[config.mk]
export PLATFORM = sky130hd
export DESIGN_NAME = ssd1306_spi_tx
export DESIGN_NICKNAME = d
export VERILOG_FILES = /design/src/rtl/ssd1306_pkg.sv /design/src/rtl/spi_halfperiod_tick.sv /design/src/rtl/ssd1306_spi_tx.sv
export SDC_FILE = /design/constraint.sdc
export NUM_CORES = 1
export LEC_CHECK = 0
export CORE_MARGIN = 4
export CORE_UTILIZATION = 45
export DETAILED_ROUTE_END_ITERATION = 12
export PLACE_DENSITY = 0.74
export SYNTH_ARGS = -nofsm -noshare
export SYNTH_HDL_FRONTEND = slang
export SYNTH_HIERARCHICAL = 1
export SYNTH_SLANG_ARGS = --single-unit
[constraint.sdc]
create_clock -name clk_in -period 2.07 [get_ports clk_in]
set_clock_uncertainty 0.05 [all_clocks]
set_input_delay 0.414 -clock clk_in [delete_from_list [all_inputs] [get_ports clk_in]]
set_output_delay 0.414 -clock clk_in [all_outputs]
set_load 0.02 [all_outputs]
[src/rtl/ssd1306_pkg.sv]
// Shared types and constants for the SSD1306 SPI link (transmitter and panel driver).
package ssd1306_pkg;

  typedef enum logic [1:0] {
    S_IDLE  = 2'd0,
    S_SETUP = 2'd1,
    S_SHIFT = 2'd2,
    S_HOLD  = 2'd3
  } e_spi_state;

  localparam int SPI_BITS             = 8;
  localparam int SPI_BYTE_HALFPERIODS = 16;

endpackage

[src/rtl/spi_halfperiod_tick.sv]
// Restartable CLK_DIV-cycle tick generator: tick_o is high on the last cycle of each half-period.
module spi_halfperiod_tick #(
  parameter int CLK_DIV = 1
) (
  input  logic clk_i,
  input  logic rst_i,
  input  logic restart_i,
  output logic tick_o
);

  localparam int CW = $clog2(CLK_DIV + 1);
  localparam logic [CW-1:0] LAST = CW'(CLK_DIV - 1);

  logic [CW-1:0] cnt_q, cnt_d;

  assign tick_o = (cnt_q == LAST);

  always_comb begin
    cnt_d = cnt_q + 1'b1;
    if (restart_i || tick_o) cnt_d = '0;
  end

  always_ff @(posedge clk_i) begin
    if (rst_i) cnt_q <= '0;
    else       cnt_q <= cnt_d;
  end

endmodule

[src/rtl/ssd1306_spi_tx.sv]
// Byte-wide SPI mode-0 transmitter for an SSD1306 panel, all pins registered.
// Optional OLED_SPI_BURST_EN: accept the next byte during S_HOLD and chain it without releasing csn.
module ssd1306_spi_tx
  import ssd1306_pkg::*;
#(
  parameter int CLK_DIV = 1
) (
  input  logic       clk_in,
  input  logic       reset_in,
  input  logic [7:0] data_in,
  input  logic       dc_in,
  input  logic       write_stb_in,
  output logic       ready_out,
  output logic       oled_csn_out,
  output logic       oled_dc_out,
  output logic       oled_clk_out,
  output logic       oled_mosi_out
);

  e_spi_state state_q, state_d;
  logic       csn_q, csn_d, dc_q, dc_d, sclk_q, sclk_d, mosi_q, mosi_d, ready_q, ready_d;
  logic [2:0] bit_q, bit_d;
  logic [7:0] sh_q, sh_d;
  logic       tick, restart, accept;

  spi_halfperiod_tick #(.CLK_DIV(CLK_DIV)) u_tick (
    .clk_i    (clk_in),
    .rst_i    (reset_in),
    .restart_i(restart),
    .tick_o   (tick)
  );

  assign accept = write_stb_in & ready_q;

  always_comb begin
    state_d = state_q;
    csn_d   = csn_q;
    dc_d    = dc_q;
    sclk_d  = sclk_q;
    mosi_d  = mosi_q;
    sh_d    = sh_q;
    bit_d   = bit_q;
    restart = 1'b0;
    case (state_q)
      S_IDLE: begin
        restart = 1'b1;
        if (accept) begin
          state_d = S_SETUP;
          csn_d   = 1'b0;
          dc_d    = dc_in;
          sh_d    = data_in;
          mosi_d  = data_in[7];
          sclk_d  = 1'b0;
          bit_d   = '0;
        end
      end
      S_SETUP: begin
        if (tick) begin
          state_d = S_SHIFT;
          sclk_d  = 1'b1;
        end
      end
      S_SHIFT: begin
        if (tick) begin
          if (sclk_q) begin
            // Falling edge: present the next lower bit while SCLK is low.
            sclk_d = 1'b0;
            sh_d   = {sh_q[6:0], 1'b0};
            mosi_d = sh_q[6];
          end else if (bit_q == 3'(SPI_BITS - 1)) begin
            state_d = S_HOLD;
            bit_d   = '0;
          end else begin
            bit_d  = bit_q + 3'd1;
            sclk_d = 1'b1;
          end
        end
      end
      S_HOLD: begin
        if (tick) begin
          state_d = S_IDLE;
          csn_d   = 1'b1;
          mosi_d  = 1'b0;
        end
`ifdef OLED_SPI_BURST_EN
        if (accept) begin
          state_d = S_SHIFT;
          restart = 1'b1;
          csn_d   = 1'b0;
          dc_d    = dc_in;
          sh_d    = data_in;
          mosi_d  = data_in[7];
          sclk_d  = 1'b1;
          bit_d   = '0;
        end
`endif
      end
      default: state_d = S_IDLE;
    endcase
`ifdef OLED_SPI_BURST_EN
    ready_d = (state_d == S_IDLE) || (state_d == S_HOLD);
`else
    ready_d = (state_d == S_IDLE);
`endif
  end

  always_ff @(posedge clk_in) begin
    if (reset_in) begin
      state_q <= S_IDLE;
      csn_q   <= 1'b1;
      dc_q    <= 1'b0;
      sclk_q  <= 1'b0;
      mosi_q  <= 1'b0;
      ready_q <= 1'b1;
      bit_q   <= '0;
    end else begin
      state_q <= state_d;
      csn_q   <= csn_d;
      dc_q    <= dc_d;
      sclk_q  <= sclk_d;
      mosi_q  <= mosi_d;
      ready_q <= ready_d;
      bit_q   <= bit_d;
    end
  end

  always_ff @(posedge clk_in) sh_q <= sh_d;

  assign ready_out     = ready_q;
  assign oled_csn_out  = csn_q;
  assign oled_dc_out   = dc_q;
  assign oled_clk_out  = sclk_q;
  assign oled_mosi_out = mosi_q;

endmodule

==> results.py, run 1 <==
metrics = {
    "status": {
        "status": "finished, final reports clean",
    },
    "sta": {
        "final.min_clock_period_ps": 1830,
        "fin_tns_setup_ps": 0,
        "slew_viol_final": 0,
        "fin_crit_sh_pct": 88.2,
        "max_freq_mhz": 548,
        "rsz0062_at_grt": "no",
        "hold_violations": 0,
        "setup_viol": 0,
    },
    "floorplan": {
        "core_mm2": 0.00198,
        "die_x_um": 53.7,
        "start_util_pct": 47.5,
        "io_pins": 17,
        "dieArea_mm2": 0.00289,
        "die_h_um": 53.7,
        "num_rows": 16,
    },
    "detailed_routing": {
        "drtIter0Drc": 28,
        "via_count": 681,
        "routed_wl_mm": 1.69,
        "wl_per_cell_um": 13.1,
        "routed_via_density": 5.28,
        "first_pass_iters": 4,
        "drc": 0,
        "drtAntennaViolNets": 0,
    },
    "clocking": {
        "cts_inserted_buffers": 3,
        "ctsHoldBuffers": 0,
        "clock_latency_ps": 300,
        "post-cts-setup-buffer-count": 0,
        "clkTransAtPathRegs_ps": 100,
        "ctsResizeCount": 0,
        "tritoncts": "done",
        "cts_buffer_depth": 2,
        "cts.sinks": 18,
        "cts.root.buffer_cell": "clkbuf_4",
        "cts-htree-levels": 1,
    },
    "cells_and_area": {
        "diodes": 0,
        "final_nets": 121,
        "syn_to_final_growth_pct": 22.1,
        "fill_cells": 160,
        "fin_area_mm2": 0.00115,
        "drive_gt1_share_pct": 16.7,
    },
    "worst_setup_path": {
        "critPathBufInv": 1,
        "crit_type": "reg -> out",
        "worstPathArrival_ps": 1360,
        "r2r-start": "state_q[1]",
        "start_kind": "register",
        "rrSetupSlack_ps": 370,
        "worstPathCellList": "clkdlybuf4s50_1",
        "end_kind": "primary output",
        "cp.depth": 1,
        "path_delay_family": "buffers and inverters",
        "rr_worst_depth": 6,
        "reg2reg_to": "bit_q[0]",
        "critPathMaxStageDelay_ps": 640,
        "critPathRequiredTime_ps": 1610,
        "slowest_stage": "clkdlybuf4s50_1",
        "crit_fanout": 6,
    },
    "hold_path": {
        "hold_start": "bit_q[2]",
        "min_path_cells": 1,
        "whs_endpoint": "bit_q[2]",
        "holdCritPathClass": "reg -> reg",
    },
    "yosys": {
        "ys_warn_count": 6,
        "synth_top_area_cell": "dfxtp_1",
        "netlist_area_um2": 941,
        "ys_types": 36,
        "ys_seq_area_share_pct": 45.7,
        "synth.top_cells.by_area": "dfxtp_1 23%, edfxtp_1 22%, mux2_2 8.4%",
        "syn-num-nets": 102,
        "synthCells": 84,
        "avgSynthCellArea_um2": 11.2,
        "yosysTopAreaCellShare_pct": 23.4,
        "synth_seq_cells": 18,
    },
    "placed_design": {
        "gp_congestion": 0.721,
        "port_buffers": 16,
        "hpwlAfterDp_mm": 1.25,
        "place_area_mm2": 0.00112,
    },
    "power": {
        "ir_drop_v": 0.000476,
        "leakagePower_uw": 0.000455,
        "power_density_mw_per_mm2": 691,
        "fin_total_pwr_uw": 794,
    },
    "flow_run": {
        "maxCapViolations": 0,
    },
    "global_route": {
        "grt_pass1_vias": 623,
        "grt_pass1_wl_mm": 2.86,
        "gr-total-overflow": 0,
        "antenna_found_initial": 0,
        "grt_max_degree": 12,
        "track_usage_pct": 14.0,
    },
}
cells by family after synthesis:
family | Yosys count | share of synthesized area (%)
compound gates | 22 | 18.4
flops | 18 | 45.7
other cells | 1 | 0.399
fa+ha+maj | 6 | 7.98
buf+inv | 7 | 4.12
mux | 8 | 9.44
simple gates | 22 | 14.0
synth_stat cells:
cell type,number
nand3_1,2
buf_4,1
o21bai_1,2
inv_1,3
o21ba_1,1
o221ai_1,1
o21ai_0,2
mux2i_1,1
o31ai_2,1
nand4b_1,1
buf_6,1
mux2_2,7
nand2b_1,5
nand2_1,3
edfxtp_1,7
o31ai_1,3
dfxtp_1,11
a21oi_1,3
nor4_2,1
buf_2,1
o21ai_1,1
a22o_1,2
nor2b_2,1
a22oi_1,1
or3b_1,1
nor3_1,1
a311oi_1,1
conb_1,1
a21oi_2,1
nor2_1,5
clkbuf_1,1
nor2b_1,1
and4b_1,1
ha_1,6
a21boi_4,1
a31oi_1,2
per-layer routing:
| layer | wire length, µm | vias to the layer above | track usage, % | share of wire, % |
|---|---|---|---|---|
| met3 | 90 | 3 | 4.99 | 5.3 |
| li1 | - | 347 | - | - |
| met1 | 791 | 309 | 18.6 | 47 |
| met2 | 783 | 22 | 20.2 | 46 |
| met5 | 0 | - | 0 | 0 |
| met4 | 22 | 0 | 6.38 | 1.3 |
report_power, final:
part | internal, µW | switching (µW)
sequential | 410 | 16.8
combinational | 93.9 | 94.0
clock | 70.3 | 109
total | 574 | 220
worst max path at each step:
stage | endpoint | from
floorplan | sh_q[0] | state_q[0]
global placement | sh_q[0] | write_stb_in
detailed placement | bit_q[0] | write_stb_in
CTS | oled_clk_out | oled_clk_out
global route | oled_clk_out | oled_clk_out
finish | oled_clk_out | oled_clk_out
sequential cells by signal, summed over array words and instances (netlist names):
register / cells
oled_csn_out: 1
bit_q: 3
oled_dc_out: 1
ready_out: 1
sh_q: 7
u_tick/cnt_q: 1
oled_clk_out: 1
oled_mosi_out: 1
state_q: 2
placed cells by master (no fill, tap or decap):
cell type        instances
o31ai_2                  1
conb_1                   1
mux2_2                   7
o21ai_1                  1
o21ba_1                  1
o221ai_1                 1
nor2_1                   5
nor4_2                   1
dfxtp_1                 11
clkbuf_4                 3
inv_1                    3
o21bai_1                 2
nor2b_1                  1
buf_4                    2
o21ai_0                  2
nand2_1                  3
mux2i_1                  1
nand3_1                  2
a21oi_2                  1
clkdlybuf4s50_1         16
nor2b_2                  1
o31ai_1                  3
edfxtp_1                 7
a21boi_4                 1
clkinv_1                 1
a21oi_1                  3
or3b_1                   1
a31oi_1                  2
and4b_1                  1
a22o_1                   2
nor3_1                   1
nand2b_1                 5
nand4b_1                 1
a22oi_1                  1
ha_1                     6
a311oi_1                 1
metrics by stage:
step                      setup WS [ps]  util (%)  instances  hold slack [ps]
final                               244      58.0        129              458
after global routing                166      58.0        129              473
after CTS                           220      58.0        129              456
after detailed placement            314      56.6        125              426
after global placement              325      56.6        125              415
after floorplan                     350         -         84              399
area by class of cell:
| cell class | instances | area, µm² | share of cell area (%) |
|---|---|---|---|
| clock buffer | 3 | 22.5 | 1.96 |
| clock inverter | 1 | 3.75 | 0.327 |
| inverter | 3 | 11.3 | 0.980 |
| multi-input combinational | 59 | 472 | 41.1 |
| sequential | 18 | 430 | 37.5 |
| tap | 27 | 33.8 | 2.94 |
| timing repair buffer | 18 | 175 | 15.3 |
Power figures use the tool's default switching activity.
==> run 2, diff against run 1 <==
--- a/config.mk
+++ b/config.mk
@@ -5,10 +5,10 @@
 export SDC_FILE = /design/constraint.sdc
 export NUM_CORES = 1
 export LEC_CHECK = 0
-export CORE_MARGIN = 4
+export CORE_MARGIN = 3
 export CORE_UTILIZATION = 45
 export DETAILED_ROUTE_END_ITERATION = 12
-export PLACE_DENSITY = 0.74
+export PLACE_DENSITY = 0.7
 export SYNTH_ARGS = -nofsm -noshare
 export SYNTH_HDL_FRONTEND = slang
 export SYNTH_HIERARCHICAL = 1
==> results.py, run 2 (synthesis results as in run 1) <==
metrics = {
    "status": {
        "status": "finished, final reports clean",
    },
    "clocking": {
        "clock_latency_ps": 290,
        "clkTransAtPathRegs_ps": 100,
        "cts-htree-levels": 1,
        "ctsHoldBuffers": 0,
        "ctsResizeCount": 0,
        "tritoncts": "done",
        "cts_inserted_buffers": 3,
        "cts.root.buffer_cell": "clkbuf_4",
        "cts_buffer_depth": 2,
        "post-cts-setup-buffer-count": 0,
        "cts.sinks": 18,
    },
    "detailed_routing": {
        "via_count": 683,
        "drtIter0Drc": 17,
        "routed_via_density": 5.38,
        "drc": 0,
        "drtAntennaViolNets": 0,
        "routed_wl_mm": 1.75,
        "wl_per_cell_um": 13.8,
        "first_pass_iters": 4,
    },
    "worst_setup_path": {
        "r2r-start": "state_q[0]",
        "start_kind": "register",
        "critPathBufInv": 1,
        "cp.depth": 1,
        "worstPathArrival_ps": 1350,
        "startpoint": "ready_out",
        "path_delay_family": "buffers and inverters",
        "rr_worst_depth": 5,
        "crit_type": "reg -> out",
        "critPathMaxStageDelay_ps": 640,
        "crit_fanout": 4,
        "rrSetupSlack_ps": 380,
        "slowest_stage": "clkdlybuf4s50_1",
        "end_kind": "primary output",
        "worstPathCellList": "clkdlybuf4s50_1",
        "critPathRequiredTime_ps": 1610,
    },
    "cells_and_area": {
        "diodes": 0,
        "syn_to_final_growth_pct": 21.8,
        "largest_registers": "sh_q: 7 flops, bit_q: 3 flops, state_q: 2 flops",
        "seq_area_um2": 430,
        "top_register": "sh_q",
        "multi_input_area_um2": 472,
        "mostFrequentLayoutCell": "clkdlybuf4s50_1",
        "largest_reg_flops": 7,
        "fill_cells": 166,
        "stdcell_count": 127,
        "drive_gt1_share_pct": 16.7,
        "layout_common_cells": "16 x clkdlybuf4s50_1, 11 x dfxtp_1, 7 x mux2_2, 7 x edfxtp_1, 6 x ha_1",
        "final_nets": 121,
    },
    "global_route": {
        "grt_use_met1_pct": 21.1,
        "track_usage_pct": 15.2,
        "gr-total-overflow": 0,
        "busiest_layer": "met2",
        "antenna_found_initial": 0,
        "grt_pass1_vias": 669,
        "use_met2_pct": 21.8,
        "grt.met3_usage_pct": 4.30,
        "grt_pass1_wl_mm": 3.05,
        "grt_max_degree": 12,
    },
    "floorplan": {
        "io_pins": 17,
        "start_util_pct": 51.2,
        "core_mm2": 0.00184,
        "num_rows": 15,
        "dieArea_mm2": 0.00268,
        "die_h_um": 51.7,
        "die_x_um": 51.7,
    },
    "sta": {
        "setup_viol": 0,
        "hold_violations": 0,
        "timing.final.ws_setup_ps": 259,
        "fin_tns_setup_ps": 0,
        "rsz0062_at_grt": "no",
        "final.min_clock_period_ps": 1810,
        "max_freq_mhz": 552,
        "slew_viol_final": 0,
        "fin_crit_sh_pct": 87.5,
    },
    "power": {
        "fin_total_pwr_uw": 795,
        "ir_drop_v": 0.000301,
        "leakagePower_uw": 0.000455,
        "power_density_mw_per_mm2": 693,
    },
    "hold_path": {
        "min_path_cells": 1,
        "holdCritPathClass": "reg -> reg",
        "hold_start": "bit_q[2]",
    },
    "flow_run": {
        "maxCapViolations": 0,
    },
    "placed_design": {
        "dp_cells": 123,
        "port_buffers": 16,
        "dp_slack_ps": 321,
        "hpwlAfterDp_mm": 1.24,
        "gp_congestion": 0.800,
    },
}
run 2: cell counts in the layout (fill, tap and decap cells not counted):
Identical to the previous run, type by type.
run 2: worst paths after layout:
path,end
setup / recovery,ready_out
hold reg to reg,bit_q[2]
setup reg to reg,sh_q[2]
hold / removal,bit_q[2]
run 2: report_power, final:
| part | switching [µW] | total (µW) | internal, µW |
|---|---|---|---|
| Clock | 108 | 178 | 70.1 |
| Sequential | 16.9 | 427 | 410 |
| Combinational | 96.2 | 190 | 93.9 |
| Total | 221 | 795 | 574 |
run 2: stage by stage:
stage	utilization, %	hold WS, ps	instance area, µm²
floorplan	-	399	941
global placement	60.9	413	1120
detailed placement	60.9	436	1120
CTS	62.3	461	1150
global route	62.3	484	1150
finish	62.3	458	1150
run 2: routing by layer:
| layer | routed length [µm] | vias up |
|---|---|---|
| met5 | 0 | - |
| met4 | 15 | 0 |
| met3 | 111 | 2 |
| met2 | 738 | 23 |
| met1 | 886 | 312 |
| li1 | - | 346 |
run 2: final cells by class:
| cell class | count | area share [%] |
|---|---|---|
| Multi-Input combinational cell | 59 | 41.2 |
| Tap cell | 25 | 2.73 |
| Clock inverter | 1 | 0.328 |
| Clock buffer | 3 | 1.97 |
| Inverter | 3 | 0.983 |
| Timing Repair Buffer | 18 | 15.3 |
| Sequential cell | 18 | 37.6 |
==> run 3, diff against run 2 <==
--- a/config.mk
+++ b/config.mk
@@ -8,6 +8,7 @@
 export CORE_MARGIN = 3
 export CORE_UTILIZATION = 45
 export DETAILED_ROUTE_END_ITERATION = 12
+export MAX_ROUTING_LAYER = met4
 export PLACE_DENSITY = 0.7
 export SYNTH_ARGS = -nofsm -noshare
 export SYNTH_HDL_FRONTEND = slang
==> results of run 3 <==
Final layout, timing and power as in run 2 (identical DEF).
Among the figures that moved: final weighted congestion in routability-driven placement 0.800 -> 0.811; overall routing resource usage 15.2% -> 15.6%
